==> src/rtl/switch_debounce_if.sv <==
// rtl/switch_debounce_if.sv - switch/debounce signal bundle; o_Release exists only under SWITCH_DEBOUNCE_RELEASE_EN
interface switch_debounce_if;
  logic [3:0] i_Switch;
  logic [3:0] o_Level;
  logic [3:0] o_Press;
`ifdef SWITCH_DEBOUNCE_RELEASE_EN
  logic [3:0] o_Release;

  modport master (output i_Switch, input o_Level, input o_Press, input o_Release);
  modport slave  (input i_Switch, output o_Level, output o_Press, output o_Release);
`else
  modport master (output i_Switch, input o_Level, input o_Press);
  modport slave  (input i_Switch, output o_Level, output o_Press);
`endif
endinterface

==> src/rtl/switch_debounce.sv <==
// rtl/switch_debounce.sv - four independent push-button debouncers with press pulses
// Release pulses are built only when SWITCH_DEBOUNCE_RELEASE_EN is defined.
module switch_debounce #(
  parameter int DEBOUNCE_CYCLES = 250000
) (
  input  logic             i_Clk,
  input  logic             i_Rst_L,
  switch_debounce_if.slave sw
);

  localparam int CW = $clog2(DEBOUNCE_CYCLES);
  localparam logic [CW-1:0] CNT_MAX = CW'(DEBOUNCE_CYCLES - 1);

  logic [3:0]          sync1_q, sync1_d;
  logic [3:0]          sync2_q, sync2_d;
  logic [3:0]          level_q, level_d;
  logic [3:0]          press_q, press_d;
  logic [3:0][CW-1:0]  cnt_q, cnt_d;
  logic [3:0]          accept;

  // Counter only runs while the synchronized input disagrees with the
  // accepted level; it stops at CNT_MAX because acceptance clears it.
  always_comb begin
    sync1_d = sw.i_Switch;
    sync2_d = sync1_q;
    level_d = level_q;
    cnt_d   = '0;
    accept  = '0;
    for (int ch = 0; ch < 4; ch++) begin
      if (sync2_q[ch] != level_q[ch]) begin
        if (cnt_q[ch] == CNT_MAX) begin
          accept[ch]  = 1'b1;
          level_d[ch] = sync2_q[ch];
        end else begin
          cnt_d[ch] = cnt_q[ch] + CW'(1);
        end
      end
    end
    press_d = accept & sync2_q;
  end

  always_ff @(posedge i_Clk or negedge i_Rst_L) begin
    if (!i_Rst_L) begin
      sync1_q <= '0;
      sync2_q <= '0;
      level_q <= '0;
      press_q <= '0;
      cnt_q   <= '0;
    end else begin
      sync1_q <= sync1_d;
      sync2_q <= sync2_d;
      level_q <= level_d;
      press_q <= press_d;
      cnt_q   <= cnt_d;
    end
  end

  assign sw.o_Level = level_q;
  assign sw.o_Press = press_q;

`ifdef SWITCH_DEBOUNCE_RELEASE_EN
  logic [3:0] release_q, release_d;

  always_comb begin
    release_d = accept & ~sync2_q;
  end

  always_ff @(posedge i_Clk or negedge i_Rst_L) begin
    if (!i_Rst_L) begin
      release_q <= '0;
    end else begin
      release_q <= release_d;
    end
  end

  assign sw.o_Release = release_q;
`endif

endmodule
==> src/flat_wrapper.sv <==
// flat-port wrapper written by rule: the top's interface ports become plain ports
module switch_debounce_flat 
#(
  parameter int DEBOUNCE_CYCLES = 250000
)
  (i_Clk, i_Rst_L, sw_i_Switch, sw_o_Level, sw_o_Press);
  switch_debounce_if sw_i ();
  input  logic i_Clk;
  input  logic i_Rst_L;
  input wire logic [$bits(sw_i.i_Switch)-1:0] sw_i_Switch;
  output wire logic [$bits(sw_i.o_Level)-1:0] sw_o_Level;
  output wire logic [$bits(sw_i.o_Press)-1:0] sw_o_Press;
  assign sw_i.i_Switch = sw_i_Switch;
  assign sw_o_Level = sw_i.o_Level;
  assign sw_o_Press = sw_i.o_Press;
  switch_debounce #(.DEBOUNCE_CYCLES(DEBOUNCE_CYCLES)) u_core (.i_Clk(i_Clk), .i_Rst_L(i_Rst_L), .sw(sw_i));
endmodule
==> config.mk <==
export PLATFORM = sky130hd
export DESIGN_NAME = switch_debounce_flat
export DESIGN_NICKNAME = d
export VERILOG_FILES = /design/src/rtl/switch_debounce_if.sv /design/src/rtl/switch_debounce.sv /design/src/flat_wrapper.sv
export SDC_FILE = /design/constraint.sdc
export NUM_CORES = 1
export LEC_CHECK = 0
export ABC_AREA = 1
export CAP_MARGIN = 20
export CELL_PAD_IN_SITES_DETAIL_PLACEMENT = 0
export CELL_PAD_IN_SITES_GLOBAL_PLACEMENT = 1
export CORE_MARGIN = 4
export CORE_UTILIZATION = 42
export DETAILED_ROUTE_END_ITERATION = 16
export PLACE_DENSITY = 0.8
export REMOVE_ABC_BUFFERS = 1
export SLEW_MARGIN = 20
export SYNTH_ARGS = -nofsm -noshare
export SYNTH_HDL_FRONTEND = slang
export SYNTH_SLANG_ARGS = --single-unit
==> constraint.sdc <==
create_clock -name i_Clk -period 1.25 [get_ports i_Clk]
set_clock_uncertainty 0.1 [all_clocks]
set_input_delay 0.1875 -clock i_Clk [delete_from_list [all_inputs] [get_ports i_Clk]]
set_output_delay 0.1875 -clock i_Clk [all_outputs]
set_load 0.05 [all_outputs]
==> flow_summary.toml <==
[logic_synthesis]
synth.distinct_cells = 26
syn_avg_cell_area_um2 = 8.15
synth_flop_cell = "dfrtp_1"
synth_warnings = 0
synth_top_area_share = 0.486
yosysSeqAreaShare = 0.486
synth.most_common_cell = "nor2_1"
yosys-top-cells-area = "dfrtp_1, nor2_1, nand2_1"
synth_top_area_cell = "dfrtp_1"
synth_commonest_cells = "nor2_1, dfrtp_1, nand2_1"
synth_edf_count = 0
ys_ff_latch = 88
synthArstFlopShare = 1.00
netlist_instances = 556
syn_area_um2 = 4530

[placed_design]
port_buffers = 13
routabilityCongestion = 0.899
dpl.hpwl_um = 7980
dp_slack_ns = -0.215

[worst_setup_path]
rrSetupSlack_ns = -0.28
critPathTopFamily = "simple AND/OR/NAND/NOR gates"
worstPathRequired_ns = 1.42
worst_setup_path_start_kind = "register"
crit_chain = "ha_2, nand2_4, nor2_4, buf_6, nand2_4, nor2_4, xnor2_1, nor2_1"
r2r-start = "u_core.cnt_q[37]$_DFF_PN0_"
cpPeakStageDelay_ns = 0.37
critPathMaxFanout = 3
cp-startpoint = "u_core.cnt_q[37]$_DFF_PN0_"
crit_buf_inv = 1
endpoint_kind = "register"
worstPathArrival_ns = 1.70
setup.worst_path.class = "reg2reg"
crit_slowest_cell = "dfrtp_1"

[detailed_routing]
ant_nets = 0
routedWlPerCell_um = 14.0
vias_per_cell = 4.93
drc_errors = 0
drtPass1Iterations = 4
routed_wl_um = 12400
vias = 4380
drt_iter0_drc = 184

[floorplanning]
die_w_um = 112
core-area_um2 = 10400
dieArea_um2 = 12500
io_pins = 14
start_util = 0.435
die_h_um = 112
num_rows = 37

[clock_network]
cts_max_level = 3
cts.clk_slew.worst_paths_ns = 0.10
root_buffer = "clkbuf_8"
cts_buffers = 9
cts_num_sinks = 88
clock_latency_ns = 0.38
cts_tree = "done"
clockBufferDepth = 2

[outcome]
status = "finished, violations left"
violations = "setup timing"

[timing]
slew_headroom = 0.795
min_period_ns = 1.53
max_slew.worst_pin.slew_ns = 0.306
rsz0062_at_grt = "true"
timing.final.crit_share = 1.22
report.final.slew_viol_count = 0
fmax_mhz = 655
setup_viol = 80
hold_violations = 0
setup_ws_ns = -0.276
setup_tns_ns = -12.30

[global_route]
grt_usage = 0.194
grt_remaining_overflow = 0
grt_pass1_wl_um = 19600
grt_max_degree = 32
grt_antenna_before_repair = 0
first_global_vias = 4331

[power_and_ir_drop]
finalPower_mw = 5.40
power.switching_mw = 1.34
power_density_nw_per_um2 = 732
p_sw_frac = 0.248
cellLeakagePower_nw = 3.31
clkPwrFrac = 0.381
ir_drop_uv = 883
pwr-share-seq = 0.544
p_int_mw = 4.06
p_comb_frac = 0.075

[cells_and_area]
fin_nets = 757
drive_gt1_frac = 0.485
diodes = 0
area_growth_pct = 62.9

[run]
cap_violations = 0

[hold_path]
hp-class = "in2async"
[final cells by class]
type                       instances  area, um2
clock buffer                      11        141
clock inverter                     5       62.6
fill                             754       3040
inverter                          55        209
multi-input combinational        413       2940
sequential                        88       2210
tap                              136        170
timing repair buffer             180       1650
[worst reg2reg max path: stages, from the launching register on]
cell	delay [ns]
dfrtp_1	0.37
ha_2	0.22
nand2_4	0.06
nor2_4	0.15
buf_6	0.15
nand2_4	0.08
nor2_4	0.10
xnor2_1	0.13
nor2_1	0.06
[final timing paths]
path,endpoint,depth (start not counted)
worst min register to register,u_core.sync2_q[0]$_DFF_PN0_,0
worst min-delay path,u_core.sync1_q[3]$_DFF_PN0_,2
worst max-delay path,u_core.cnt_q[52]$_DFF_PN0_,8
worst max register to register,u_core.cnt_q[52]$_DFF_PN0_,8
max in group asynchronous,u_core.sync2_q[0]$_DFF_PN0_,3
min in group i_Clk,u_core.sync1_q[2]$_DFF_PN0_,1
[through the flow]
stage	cells	hold slack (ns)	area (um2)	utilization
floorplan	556	-0.208	4530	-
global placement	835	-0.00947	5920	0.568
finish	888	0.116	7380	0.708
detailed placement	835	-0.0119	5920	0.568
CTS	873	0.111	6820	0.654
global route	888	0.141	7380	0.708
[routing by layer]
| metal | up-vias | share of wire | global-route usage |
|---|---|---|---|
| met1 | 2103 | 0.41 | 0.232 |
| li1 | 2144 | - | - |
| met4 | 0 | 0.033 | 0.0827 |
| met3 | 38 | 0.040 | 0.0516 |
| met5 | - | 0 | 0 |
| met2 | 95 | 0.52 | 0.329 |
[power groups by stage]
stage               logic [mW]  clock network (mW)  registers [mW]
finish                   0.403                2.06            2.94
global route             0.446                2.24            2.95
CTS                      0.335                2.12            2.93
detailed placement       0.281                   0            2.98
global placement         0.272                   0            2.97
floorplan               0.0980                   0            2.98
[logic make-up (layout without fill, tap and decap cells)]
| group | after synthesis | in the layout | share of synthesized area |
|---|---|---|---|
| XOR/XNOR | 45 | 45 | 0.0936 |
| buffers and inverters | 55 | 251 | 0.0456 |
| AND/OR/NAND/NOR | 348 | 348 | 0.344 |
| flip-flops | 88 | 88 | 0.486 |
| AO/OA/AOI/OAI | 16 | 16 | 0.0191 |
| adder cells (fa/ha/maj) | 4 | 4 | 0.0111 |
[repair_timing]
| action | 4_1_cts | 5_1_grt |
|---|---|---|
| buffers inserted | 21 | 16 |
| endpoints found under the hold margin | 88 | 0 |
| pin swaps | 49 | 68 |
| hold buffers | 1 | 0 |
| resized for setup | 137 | 108 |
| endpoints found under the setup margin | 79 | 88 |
[state kept, by name, indices dropped and copies added (netlist names)]
| register | count |
|---|---|
| u_core.sw.o_Press | 4 |
| u_core.sync1_q | 4 |
| u_core.sw.o_Level | 4 |
| u_core.sync2_q | 4 |
| u_core.cnt_q | 72 |
[placed cells by master (no fill, tap or decap), types with 19 or more instances in the layout]
master   instances
buf_4          126
buf_6           37
dfrtp_1         83
inv_1           50
nand2_1         60
nand2_4         19
nand3_2         29
nor2_1          95
nor2_2          37
nor2_4          35
xor2_1          29
No activity file was read; power rests on OpenSTA's default activity.
